[src/rtl/rhythm_pkg.sv]
// Shared types and constants for the rhythm sequencer.
// Holds the sequencer state enum, default sizing, and the LFSR seed/taps.
package rhythm_pkg;

    typedef enum logic [1:0] {
        ST_IDLE  = 2'd0,
        ST_RUN   = 2'd1,
        ST_PAUSE = 2'd2,
        ST_DONE  = 2'd3
    } state_e;

    localparam int DEF_LANES        = 4;
    localparam int DEF_PAT_DEPTH    = 16;
    localparam int DEF_NUM_LEVELS   = 4;
    localparam int DEF_ADDR_W       = 18;
    localparam int DEF_AUDIO_LENGTH = 176400;
    localparam int DEF_BEAT_SAMPLES = 22050;
    localparam int DEF_BEATS_PER_MEASURE = 8;

    // Fibonacci LFSR, taps 16,14,13,11 (bits 15,13,12,10)
    localparam logic [15:0] LFSR_SEED = 16'hACE1;
    localparam logic [15:0] LFSR_TAPS = 16'hB400;

    function automatic logic [15:0] lfsr_next(input logic [15:0] s);
        return {s[14:0], ^(s & LFSR_TAPS)};
    endfunction

endpackage

[src/rtl/rhythm_pattern_ram.sv]
// Per-level note pattern storage plus per-level pattern length registers.
// Ports: clk_i/rst_ni; we_i/len_we_i write strobes with wr_level_i, wr_addr_i,
// wr_data_i; rd_level_i/rd_addr_i select rd_data_o (combinational read);
// rd_last_o is the last valid index (length-1) of rd_level_i.
module rhythm_pattern_ram
    import rhythm_pkg::*;
#(
    parameter int LANES      = DEF_LANES,
    parameter int PAT_DEPTH  = DEF_PAT_DEPTH,
    parameter int NUM_LEVELS = DEF_NUM_LEVELS
) (
    input  logic                          clk_i,
    input  logic                          rst_ni,
    input  logic                          we_i,
    input  logic                          len_we_i,
    input  logic [$clog2(NUM_LEVELS)-1:0] wr_level_i,
    input  logic [$clog2(PAT_DEPTH)-1:0]  wr_addr_i,
    input  logic [LANES-1:0]              wr_data_i,
    input  logic [$clog2(NUM_LEVELS)-1:0] rd_level_i,
    input  logic [$clog2(PAT_DEPTH)-1:0]  rd_addr_i,
    output logic [LANES-1:0]              rd_data_o,
    output logic [$clog2(PAT_DEPTH)-1:0]  rd_last_o
);

    localparam int IDX_W = $clog2(PAT_DEPTH);

    logic [LANES-1:0] mem_q [NUM_LEVELS][PAT_DEPTH];
    logic [IDX_W-1:0] last_q [NUM_LEVELS];

    // Table contents are intentionally not reset.
    always_ff @(posedge clk_i) begin
        if (we_i) begin
            mem_q[wr_level_i][wr_addr_i] <= wr_data_i;
        end
    end

    // Lengths are stored as last index; reset means full depth.
    always_ff @(posedge clk_i or negedge rst_ni) begin
        if (!rst_ni) begin
            for (int i = 0; i < NUM_LEVELS; i++) begin
                last_q[i] <= IDX_W'(PAT_DEPTH - 1);
            end
        end else if (len_we_i) begin
            last_q[wr_level_i] <= wr_addr_i;
        end
    end

    assign rd_data_o = mem_q[rd_level_i][rd_addr_i];
    assign rd_last_o = last_q[rd_level_i];

endmodule

[src/rtl/rhythm_sequencer.sv]
// Rhythm sequencer: audio address, beat/measure pulses and lane note events.
// Inputs: clk, rst_n, sample_tick, game_start, pause, abort, difficulty,
// pattern writes (pat_we, pat_len_we, pat_level, pat_addr, pat_data),
// note_ready. Outputs: game_active, paused, audio_addr, beat_pulse,
// measure_pulse, note_valid, new_note, note_overflow, game_done.
// RHYTHM_LFSR_EN: top level draws notes from a 16-bit LFSR, not the table.
module rhythm_sequencer
    import rhythm_pkg::*;
#(
    parameter int LANES             = DEF_LANES,
    parameter int PAT_DEPTH         = DEF_PAT_DEPTH,
    parameter int NUM_LEVELS        = DEF_NUM_LEVELS,
    parameter int ADDR_W            = DEF_ADDR_W,
    parameter int AUDIO_LENGTH      = DEF_AUDIO_LENGTH,
    parameter int BEAT_SAMPLES      = DEF_BEAT_SAMPLES,
    parameter int BEATS_PER_MEASURE = DEF_BEATS_PER_MEASURE
) (
    input  logic                          clk,
    input  logic                          rst_n,
    input  logic                          sample_tick,
    input  logic                          game_start,
    input  logic                          pause,
    input  logic                          abort,
    input  logic [$clog2(NUM_LEVELS)-1:0] difficulty,
    input  logic                          pat_we,
    input  logic [$clog2(NUM_LEVELS)-1:0] pat_level,
    input  logic [$clog2(PAT_DEPTH)-1:0]  pat_addr,
    input  logic [LANES-1:0]              pat_data,
    input  logic                          pat_len_we,
    input  logic                          note_ready,
    output logic                          game_active,
    output logic                          paused,
    output logic [ADDR_W-1:0]             audio_addr,
    output logic                          beat_pulse,
    output logic                          measure_pulse,
    output logic                          note_valid,
    output logic [LANES-1:0]              new_note,
    output logic                          note_overflow,
    output logic                          game_done
);

    localparam int LVL_W = $clog2(NUM_LEVELS);
    localparam int IDX_W = $clog2(PAT_DEPTH);
    localparam int BC_W  = (BEAT_SAMPLES > 1) ? $clog2(BEAT_SAMPLES) : 1;
    localparam int BM_W  = (BEATS_PER_MEASURE > 1) ?
                           $clog2(BEATS_PER_MEASURE) : 1;

    localparam logic [ADDR_W-1:0] ADDR_LAST = ADDR_W'(AUDIO_LENGTH - 1);
    localparam logic [BC_W-1:0]   BEAT_LAST = BC_W'(BEAT_SAMPLES - 1);
    localparam logic [BM_W-1:0]   BIM_LAST  = BM_W'(BEATS_PER_MEASURE - 1);

    state_e            state_q, state_d;
    logic [ADDR_W-1:0] addr_q, addr_d;
    logic [BC_W-1:0]   beat_q, beat_d;
    logic [BM_W-1:0]   bim_q, bim_d;
    logic [BC_W-1:0]   ntmr_q, ntmr_d;
    logic [IDX_W-1:0]  idx_q, idx_d;
    logic [LVL_W-1:0]  level_q, level_d;
    logic              beat_pls_q, beat_pls_d;
    logic              meas_pls_q, meas_pls_d;
    logic              valid_q, valid_d;
    logic [LANES-1:0]  note_q, note_d;
    logic              ovf_q, ovf_d;
`ifdef RHYTHM_LFSR_EN
    logic [15:0]       lfsr_q, lfsr_d;
`endif

    logic              step;
    logic              ev;
    logic [LANES-1:0]  ev_mask;
    logic [31:0]       ivl;
    logic [BC_W-1:0]   note_last;
    logic [LANES-1:0]  pat_rd;
    logic [IDX_W-1:0]  pat_last;

    rhythm_pattern_ram #(
        .LANES      (LANES),
        .PAT_DEPTH  (PAT_DEPTH),
        .NUM_LEVELS (NUM_LEVELS)
    ) u_ram (
        .clk_i      (clk),
        .rst_ni     (rst_n),
        .we_i       (pat_we && state_q == ST_IDLE),
        .len_we_i   (pat_len_we && state_q == ST_IDLE),
        .wr_level_i (pat_level),
        .wr_addr_i  (pat_addr),
        .wr_data_i  (pat_data),
        .rd_level_i (level_q),
        .rd_addr_i  (idx_q),
        .rd_data_o  (pat_rd),
        .rd_last_o  (pat_last)
    );

    // Intervals shorter than one tick collapse to a note every tick.
    assign ivl       = 32'(BEAT_SAMPLES) >> level_q;
    assign note_last = (ivl > 32'd1) ? BC_W'(ivl - 32'd1) : '0;

    always_ff @(posedge clk or negedge rst_n) begin
        if (!rst_n) begin
            state_q    <= ST_IDLE;
            addr_q     <= '0;
            beat_q     <= '0;
            bim_q      <= '0;
            ntmr_q     <= '0;
            idx_q      <= '0;
            level_q    <= '0;
            beat_pls_q <= 1'b0;
            meas_pls_q <= 1'b0;
            valid_q    <= 1'b0;
            note_q     <= '0;
            ovf_q      <= 1'b0;
`ifdef RHYTHM_LFSR_EN
            lfsr_q     <= LFSR_SEED;
`endif
        end else begin
            state_q    <= state_d;
            addr_q     <= addr_d;
            beat_q     <= beat_d;
            bim_q      <= bim_d;
            ntmr_q     <= ntmr_d;
            idx_q      <= idx_d;
            level_q    <= level_d;
            beat_pls_q <= beat_pls_d;
            meas_pls_q <= meas_pls_d;
            valid_q    <= valid_d;
            note_q     <= note_d;
            ovf_q      <= ovf_d;
`ifdef RHYTHM_LFSR_EN
            lfsr_q     <= lfsr_d;
`endif
        end
    end

    always_comb begin
        state_d    = state_q;
        addr_d     = addr_q;
        beat_d     = beat_q;
        bim_d      = bim_q;
        ntmr_d     = ntmr_q;
        idx_d      = idx_q;
        level_d    = level_q;
        beat_pls_d = 1'b0;
        meas_pls_d = 1'b0;
        valid_d    = valid_q;
        note_d     = note_q;
        ovf_d      = 1'b0;
        step       = 1'b0;
        ev         = 1'b0;
        ev_mask    = '0;
`ifdef RHYTHM_LFSR_EN
        lfsr_d     = lfsr_q;
`endif

        unique case (state_q)
            ST_IDLE: begin
                if (game_start) begin
                    state_d = ST_RUN;
                    addr_d  = '0;
                    beat_d  = '0;
                    bim_d   = '0;
                    ntmr_d  = '0;
                    idx_d   = '0;
                    level_d = difficulty;
`ifdef RHYTHM_LFSR_EN
                    lfsr_d  = LFSR_SEED;
`endif
                end
            end
            ST_RUN: begin
                step = sample_tick;
                // The final tick wins over a simultaneous pause.
                if (sample_tick && addr_q == ADDR_LAST) begin
                    state_d = ST_DONE;
                end else if (pause) begin
                    state_d = ST_PAUSE;
                end
            end
            ST_PAUSE: begin
                if (!pause) begin
                    state_d = ST_RUN;
                end
            end
            ST_DONE: begin
                state_d = ST_IDLE;
            end
            default: begin
                state_d = ST_IDLE;
            end
        endcase

        if (abort) begin
            state_d = ST_IDLE;
            step    = 1'b0;
        end

        if (step) begin
            if (addr_q != ADDR_LAST) begin
                addr_d = addr_q + ADDR_W'(1);
            end
            if (beat_q == BEAT_LAST) begin
                beat_d     = '0;
                beat_pls_d = 1'b1;
                if (bim_q == BIM_LAST) begin
                    bim_d      = '0;
                    meas_pls_d = 1'b1;
                end else begin
                    bim_d = bim_q + BM_W'(1);
                end
            end else begin
                beat_d = beat_q + BC_W'(1);
            end
            if (ntmr_q == note_last) begin
                ntmr_d  = '0;
                ev      = 1'b1;
                ev_mask = pat_rd;
                idx_d   = (idx_q == pat_last) ? '0 : idx_q + IDX_W'(1);
`ifdef RHYTHM_LFSR_EN
                if (level_q == LVL_W'(NUM_LEVELS - 1)) begin
                    ev_mask = lfsr_q[LANES-1:0];
                    lfsr_d  = lfsr_next(lfsr_q);
                end
`endif
            end else begin
                ntmr_d = ntmr_q + BC_W'(1);
            end
        end

        if (state_d == ST_RUN || state_d == ST_PAUSE) begin
            if (valid_q && note_ready) begin
                valid_d = 1'b0;
            end
            if (ev && ev_mask != '0) begin
                // A held, unaccepted note is kept; the newcomer is dropped.
                if (valid_q && !note_ready) begin
                    ovf_d = 1'b1;
                end else begin
                    valid_d = 1'b1;
                    note_d  = ev_mask;
                end
            end
        end else begin
            valid_d = 1'b0;
            note_d  = '0;
        end
    end

    assign game_active   = (state_q == ST_RUN) || (state_q == ST_PAUSE);
    assign paused        = (state_q == ST_PAUSE);
    assign game_done     = (state_q == ST_DONE);
    assign audio_addr    = addr_q;
    assign beat_pulse    = beat_pls_q;
    assign measure_pulse = meas_pls_q;
    assign note_valid    = valid_q;
    assign new_note      = note_q;
    assign note_overflow = ovf_q;

endmodule

[config.mk]
export PLATFORM = sky130hd
export DESIGN_NAME = rhythm_sequencer
export DESIGN_NICKNAME = d
export VERILOG_FILES = /design/src/rtl/rhythm_pkg.sv /design/src/rtl/rhythm_pattern_ram.sv /design/src/rtl/rhythm_sequencer.sv
export SDC_FILE = /design/constraint.sdc
export NUM_CORES = 1
export LEC_CHECK = 0
export BUFFER_PORTS_ARGS = -buffer_cell sky130_fd_sc_hd__buf_2
export CORE_MARGIN = 5
export CORE_UTILIZATION = 45
export CTS_CLUSTER_DIAMETER = 100
export DETAILED_ROUTE_END_ITERATION = 16
export GPL_TIMING_DRIVEN = 1
export PLACE_DENSITY_LB_ADDON = 0.1
export RECOVER_POWER = 100
export SLEW_MARGIN = 5
export SYNTH_ARGS = -nofsm -noshare
export SYNTH_HDL_FRONTEND = slang
export SYNTH_SLANG_ARGS = --single-unit
[constraint.sdc]
create_clock -name clk -period 6.4 [get_ports clk]
set_input_delay 1.28 -clock clk [delete_from_list [all_inputs] [get_ports clk]]
set_output_delay 1.28 -clock clk [all_outputs]
set_load 0.02 [all_outputs]
# Word-level counts from Yosys, hierarchy flattened
# Memories as Yosys holds them, arrays and structs flattened.
# Index checks and enable logic that the tools add are counted.
[classes]
add_sub_neg = 6
mul = 0
n_div = 0
order_cmp = 7
n_eq_ne = 13
shifts = 1
mux = 61
bitwise_logic = 4
n_reduce_logical = 18
[op_table]
columns = ["op", "count"]
rows = [
  ["15-bit two-way mux", 7],
  ["18-bit two-way mux", 4],
  ["4-bit two-way mux", 16],
  ["64-bit two-way mux", 1],
  ["32-bit by 1-bit greater-than comparator with 1-bit output, second input constant", 1],
  ["15-bit by 2-bit >> shifter with 32-bit output, first input constant", 1],
  ["15-bit by 1-bit adder with 15-bit output, second input constant", 2],
  ["18-bit by 1-bit adder with 18-bit output, second input constant", 1],
  ["18-bit == test, second input constant", 1],
  ["18-bit != test, second input constant", 1],
  ["1-bit two-way mux", 17],
  ["4-bit binary-select mux with 4-bit select", 1],
  ["16-bit bitwise mux", 1],
  ["4-bit demux with 4-bit select", 1],
  ["15-bit == test", 1],
  ["15-bit == test, second input constant", 1],
  ["3-bit two-way mux", 5],
  ["15-bit by 1-bit subtractor with 15-bit output, second input constant", 1],
  ["5-bit >= comparator, second input constant", 2],
  ["2-bit two-way mux", 5],
  ["4-bit NOT with 5-bit output", 2],
  ["4-bit binary-select mux with 2-bit select", 1],
  ["4-bit demux with 2-bit select", 1],
  ["1-bit logical AND", 8],
  ["other kinds (19)", 28],
]
[word_totals]
ff_bits = 83
latch_bits = 0
mem_bits_rw = 256
rom_bits = 0
input_bits = 21
out_inout_bits = 29
word_cells = 127
n_memories = 1
[mem_list]
columns = ["memory", "depth", "word_bits", "rd", "rd_clocked_by_memory_dff", "write_ports", "line", "text"]
rows = [
  ["u_ram.mem_q", 4, 64, 1, 0, 1, "rhythm_pattern_ram.sv:27", "logic [LANES-1:0] mem_q [NUM_LEVELS][PAT_DEPTH];"],
]

# Longest topological paths before layout
[logic_depth]
depth_word = 10
ltp_mapped = 15
ltp_nobuf = 9

# Modules after synthesis
# A second synthesis with hierarchy kept.
[unflattened]
cells_unflattened = 997
hier_area_um2 = 15114.5
[modules_own_cells]
columns = ["mod", "n_inst", "cells_per_inst", "area_each_um2", "seq_area_each_um2"]
rows = [
  ["rhythm_pattern_ram", 1, 572, 11105.7, 8107.8],
  ["rhythm_sequencer", 1, 425, 4008.8, 1676.6],
]

# Worst setup path after synthesis
# OpenSTA, ideal clock, no wires.
[synth_path]
kind = "flip-flop to flip-flop"
start = "register level_q[1]"
end = "register ntmr_q[11]"
setup_ps = 118
arrival_time_ps = 3730
required_time_ps = 6282
setup_slack_ps = 2552
path_stages_with_launch = 15
path_buffers = 5
period_less_slack_ps = 3848
path_cell_list = "dfrtp_1 -> buf_2 -> buf_2 -> buf_1 -> inv_1 -> ha_1 -> nor4b_2 -> a211oi_1 -> or4_1 -> a2111oi_0 -> nand2b_1 -> clkbuf_2 -> buf_2 -> o21ai_0 -> a21o_1"
[synth_via]
elab_chain_len = 6
word_cells_on_any_way = 7
cone_classes = "add/sub (1); order compare (1); eq/ne (1); shift (1); mux (3)"
[synth_lines]
columns = ["element", "line", "text"]
rows = [
  ["start: declaration", "rhythm_sequencer.sv:58", "logic [LVL_W-1:0] level_q, level_d;"],
  ["start signal: assignment", "rhythm_sequencer.sv:122", "level_q <= level_d;"],
  ["15-bit by 2-bit >> shifter with 32-bit output (*)", "rhythm_sequencer.sv:95", "assign ivl = 32'(BEAT_SAMPLES) >> level_q;"],
  ["32-bit by 1-bit greater-than comparator with 1-bit output / 15-bit by 1-bit subtractor with 15-bit output (equally long branches)", "rhythm_sequencer.sv:96", "assign note_last = (ivl > 32'd1) ? BC_W'(ivl - 32'd1) : '0;"],
  ["15-bit two-way mux (*)", "rhythm_sequencer.sv:96", ""],
  ["15-bit == test (*)", "rhythm_sequencer.sv:212", "if (ntmr_q == note_last) begin"],
  ["15-bit two-way mux (*)", "rhythm_sequencer.sv:212", ""],
  ["15-bit two-way mux (*)", "rhythm_sequencer.sv:196", "if (step) begin"],
  ["end signal: assignment", "rhythm_sequencer.sv:120", "ntmr_q <= ntmr_d;"],
  ["end: declaration", "rhythm_sequencer.sv:56", "logic [BC_W-1:0] ntmr_q, ntmr_d;"],
]
# Mark *: on every way between the ends. The rest lies on a longest branch, timed or not.
# A chain may end at the register's enable or synchronous reset.

# Worst setup path after layout
[layout_path]
start = "register level_q[0]"
end = "register valid_q, in the netlist note_valid"
[layout_via]
elab_chain_len = 10
word_cells_on_any_way = 17
cone_classes = "add/sub (1); order compare (1); eq/ne (1); shift (1); mux (10); reduce/logical (2); memory (1)"
[layout_lines]
columns = ["element", "line", "text"]
rows = [
  ["15-bit by 2-bit >> shifter with 32-bit output / memory read 4 x 64 bit (equally long branches)", "--", ""],
  ["32-bit by 1-bit greater-than comparator with 1-bit output, or another cell as far along", "rhythm_sequencer.sv:96", ""],
  ["15-bit two-way mux / 4-bit two-way mux (equally long branches)", "rhythm_sequencer.sv:96, rhythm_pattern_ram.sv:48", ""],
  ["15-bit == test / 4-bit two-way mux (equally long branches)", "rhythm_sequencer.sv:212, rhythm_pattern_ram.sv:48", ""],
  ["4-bit two-way mux", "rhythm_sequencer.sv:212", ""],
  ["4-bit two-way mux", "rhythm_sequencer.sv:196", ""],
  ["4-bit nonzero test", "rhythm_sequencer.sv:232", "if (ev && ev_mask != '0) begin"],
  ["1-bit logical AND (*)", "rhythm_sequencer.sv:232", ""],
  ["1-bit two-way mux (*)", "rhythm_sequencer.sv:232", ""],
  ["1-bit two-way mux (*)", "rhythm_sequencer.sv:228", "if (state_d == ST_RUN || state_d == ST_PAUSE) begin"],
  ["net valid_d", "rhythm_sequencer.sv:61", "logic valid_q, valid_d;"],
  ["end signal: assignment", "rhythm_sequencer.sv:125", "valid_q <= valid_d;"],
  ["end: declaration", "rhythm_sequencer.sv:61", ""],
]
# Mark *: on every way through the listed nets, which the timed path passes. The rest lies on a longest branch. The select of a mux whose other input is x is not followed.

==> impl_metrics.csv <==
group,metric,value,unit
run_status,run_status,"complete, but fails checks",
run_status,failed_checks,"capacitance limit, slew limit",
sta,final_hold_viol_count,0,
die,rows,67,
run,cap_viol_max_count,7,
cts,cts.sink_count,339,
die,full_die_area,37200,um2
placement,gp_routability_congestion,0.794,
route,via_per_inst,5.73,
synthesis,syn_area,15100,um2
critical_path,r2r-start,"level_q[0]",
critical_path,worstSetupEndpointType,"register",
placement,dp_slack,1.86,ns
critical_path,worst_r2r_endpoint,"note_valid",
min_path,min_path_cells,2,
die,initial_utilization,45.2,%
cts,cts_tree,"yes",
route,drc,0,
critical_path,crit_required,6.76,ns
placement,count_of_input_and_output_buffers,49,
synthesis,yosys_warnings,0,
sta,totalNegativeSetupSlack,0,ns
synthesis,ys.flop_type,"sky130_fd_sc_hd__edfxtp_1",
cts,clock_tree.htree_level_count,2,
cts,clock-root-buffer,"sky130_fd_sc_hd__clkbuf_16",
grt,via_count_of_the_first_global_routing_pass,8889,
cells_and_area,area.growth.synth_to_final,11.3,%
sta,hold_ws,0.483,ns
cts,cts_bufs_inserted,37,
cells_and_area,layout_cell_share_with_drive_strength_beyond_1,16.8,%
critical_path,rr_worst_depth,7,
synthesis,synth_enable_flop_cells,256,
grt,pin_count_of_the_biggest_net_entering_global_routing,65,
synthesis,postSynthCellCount,1047,
pwr,max-vdd-ir-drop,0.000254,V
route,wl,34.7,mm
die,core_region_area,33300,um2
sta,worst_slew_margin_rel,-100,%
grt,grt_antenna_before_repair,0,
sta,rsz0062_at_grt,"false",
min_path,worst_hold_path_class,"reg2reg",
cts,post_cts_buffers,0,
die,floorplan.io_pins,50,
sta,skew,0.0242,ns
sta,worstMarginPinSlew,3.00,ns
cts,clk_pin_slew_worst_paths,0.06,ns
pwr,static-leakage-power,5.79,nW
synthesis,count_of_cell_types_in_the_netlist,61,
cells_and_area,n_fill_cell,2912,
critical_path,crit_path_max_fo,48,
pwr,power.density,300,nW/um2
synthesis,syn_nets,1087,
route,vias,9015,
critical_path,regToRegSetupSlack,1.46,ns
synthesis,ys_seq_elements,339,
cts,clock_latency,0.52,ns
synthesis,postSynthAreaPerCell,14.4,um2
cells_and_area,number_of_diodes_added_for_antenna_fixing,0,
grt,total_routing_resource_utilization_after_global_routing,18.9,%
die,die_height,193,um
cts,holdBufCountCts,0,
critical_path,cp.arrival,5.30,ns
cells_and_area,net_count_final,1141,
critical_path,timing_worst_setup_path_type,"reg2reg",
sta,maxClockFrequency,0.203,GHz
placement,detailed_place_hpwl,22.4,mm
synthesis,synth_top_cell_area_share,51.1,%
route,first_pass_iters,5,
synthesis,synth_seq_area_share,65.0,%
synthesis,synth_top_cell_by_area,"sky130_fd_sc_hd__edfxtp_1",
grt,grt_first_pass_wirelength,53.8,mm
sta,min_period,4.94,ns
grt,grt-ovfl-total,0,
synthesis,most_used_standard_cells_in_the_synthesized_netlist,"256 x sky130_fd_sc_hd__edfxtp_1, 98 x sky130_fd_sc_hd__nor2_1, 86 x sky130_fd_sc_hd__nand2_1",
cts,ctsResizeCount,0,
sta,final-max-slew-violation-count,361,
sta,setup_viol,0,
synthesis,synth_async_sr_flop_share,24.5,%
synthesis,yosysMostFrequentCell,"sky130_fd_sc_hd__edfxtp_1",
die,die-width,193,um
min_path,worst_case_hold_path_end_point,"u_ram.last_q[6]",
min_path,hp-start,"u_ram.last_q[6]",
route,routed_wire_length_per_instance,22.0,um
synthesis,synth_area_leaders,"sky130_fd_sc_hd__edfxtp_1 51%, sky130_fd_sc_hd__dfrtp_1 11%, sky130_fd_sc_hd__mux4_2 7.2%, sky130_fd_sc_hd__mux2_2 3.1%, sky130_fd_sc_hd__dfstp_2 2.8%",
sta,layout_setup_ws,1.46,ns
critical_path,critical_path_startpoint_category,"register",
sta,period_share,77.1,%
route,drtAntennaViolNets,0,
route,number_of_drc_markers_after_the_initial_detailed_route_iteration,694,
cts,clock_tree.buffer_depth,3,
==> sequential cells by signal (all words and copies together) (netlist names) <==
name,flops
state_q,2
measure_pulse,1
note_valid,1
u_ram.mem_q,256
u_ram.last_q,16
bim_q,3
audio_addr,18
new_note,4
beat_pulse,1
beat_q,15
level_q,2
ntmr_q,15
idx_q,4
note_overflow,1
==> per-stage QoR <==
| stage | utilization (%) | instance area, um2 | power, mW | cells |
|---|---|---|---|---|
| global placement | 47.1 | 15700 | 3.02 | 1510 |
| global route | 50.4 | 16800 | 5.22 | 1574 |
| finish | 50.4 | 16800 | 5.03 | 1574 |
| detailed placement | 47.1 | 15700 | 3.02 | 1510 |
| floorplan | - | 15100 | 2.88 | 1047 |
| CTS | 50.6 | 16800 | 5.08 | 1574 |
==> how the worst max path moves through the flow <==
stage                          start           to  slack [ns]  depth (start not counted)
after floorplan           level_q[1]   ntmr_q[11]        2.55                         14
after global placement    level_q[0]    ntmr_q[6]        2.02                          9
after detailed placement  level_q[0]    ntmr_q[5]        1.86                          9
after CTS                 level_q[0]    ntmr_q[3]        1.84                          9
after global routing      level_q[0]  new_note[3]        1.10                          7
final                     level_q[0]   note_valid        1.46                          7
==> power by group <==
| group | leakage (nW) | internal, mW | switching, mW |
|---|---|---|---|
| combinational | 1.84 | 0.216 | 0.272 |
| sequential | 3.40 | 2.43 | 0.0540 |
| clock | 0.560 | 1.21 | 0.841 |
| total | 5.79 | 3.86 | 1.17 |
==> cell families (layout without fill, tap and decap cells) <==
family	Yosys count	after routing	share of synthesized area, %
AO/OA/AOI/OAI	162	162	6.79
XOR/XNOR	19	19	1.11
adder cells (fa/ha/maj)	19	19	1.58
buffers and inverters	61	140	2.19
flip-flops	339	339	65.0
multiplexers	114	114	12.6
AND/OR/NAND/NOR	333	333	10.8
==> worst max-delay path: stages (launching register included) <==
cell and delay, ns:
sky130_fd_sc_hd__dfrtp_4 0.86, sky130_fd_sc_hd__clkbuf_2 1.31, sky130_fd_sc_hd__mux4_2 0.64, sky130_fd_sc_hd__mux4_2 0.54, sky130_fd_sc_hd__nor4_1 0.31, sky130_fd_sc_hd__nor3_1 0.10
sky130_fd_sc_hd__o41ai_1 0.82, sky130_fd_sc_hd__a21oi_1 0.15
==> cell type report <==
type                       instances  area (um2)  share of cell area [%]
timing repair buffer              61         269                    1.60
clock buffer                      49         991                    5.91
multi-input combinational        647        4930                    29.4
tap                              448         561                    3.34
clock inverter                    15         163                   0.970
inverter                          15        56.3                   0.336
sequential                       339        9790                    58.4
==> per-layer routing <==
metal	vias up	part of all wire (%)	track usage, %
li1	4151	-	-
met1	4573	45	26.8
met2	236	48	31.2
met3	55	4.9	2.95
met4	0	1.9	4.36
met5	-	0	0
==> placed cells by master (no fill, tap or decap), types with 9 or more instances in the layout <==
| cell type | instances |
|---|---|
| sky130_fd_sc_hd__nand2_1 | 86 |
| sky130_fd_sc_hd__xnor2_1 | 11 |
| sky130_fd_sc_hd__nor3b_1 | 11 |
| sky130_fd_sc_hd__o22ai_1 | 17 |
| sky130_fd_sc_hd__o21ai_0 | 60 |
| sky130_fd_sc_hd__nor2_1 | 98 |
| sky130_fd_sc_hd__a21oi_1 | 18 |
| sky130_fd_sc_hd__clkbuf_1 | 49 |
| sky130_fd_sc_hd__clkbuf_16 | 37 |
| sky130_fd_sc_hd__and3_1 | 19 |
| sky130_fd_sc_hd__buf_2 | 16 |
| sky130_fd_sc_hd__dfrtp_1 | 64 |
| sky130_fd_sc_hd__mux4_2 | 48 |
| sky130_fd_sc_hd__a22oi_1 | 9 |
| sky130_fd_sc_hd__nand3_1 | 37 |
| sky130_fd_sc_hd__mux2i_1 | 19 |
| sky130_fd_sc_hd__inv_1 | 15 |
| sky130_fd_sc_hd__nand2b_1 | 10 |
| sky130_fd_sc_hd__edfxtp_1 | 256 |
| sky130_fd_sc_hd__nor3_1 | 23 |
| sky130_fd_sc_hd__ha_1 | 19 |
| sky130_fd_sc_hd__a21o_1 | 13 |
| sky130_fd_sc_hd__dfstp_2 | 16 |
| sky130_fd_sc_hd__mux2_2 | 41 |
Note: power is estimated with default switching activity, not from simulation.
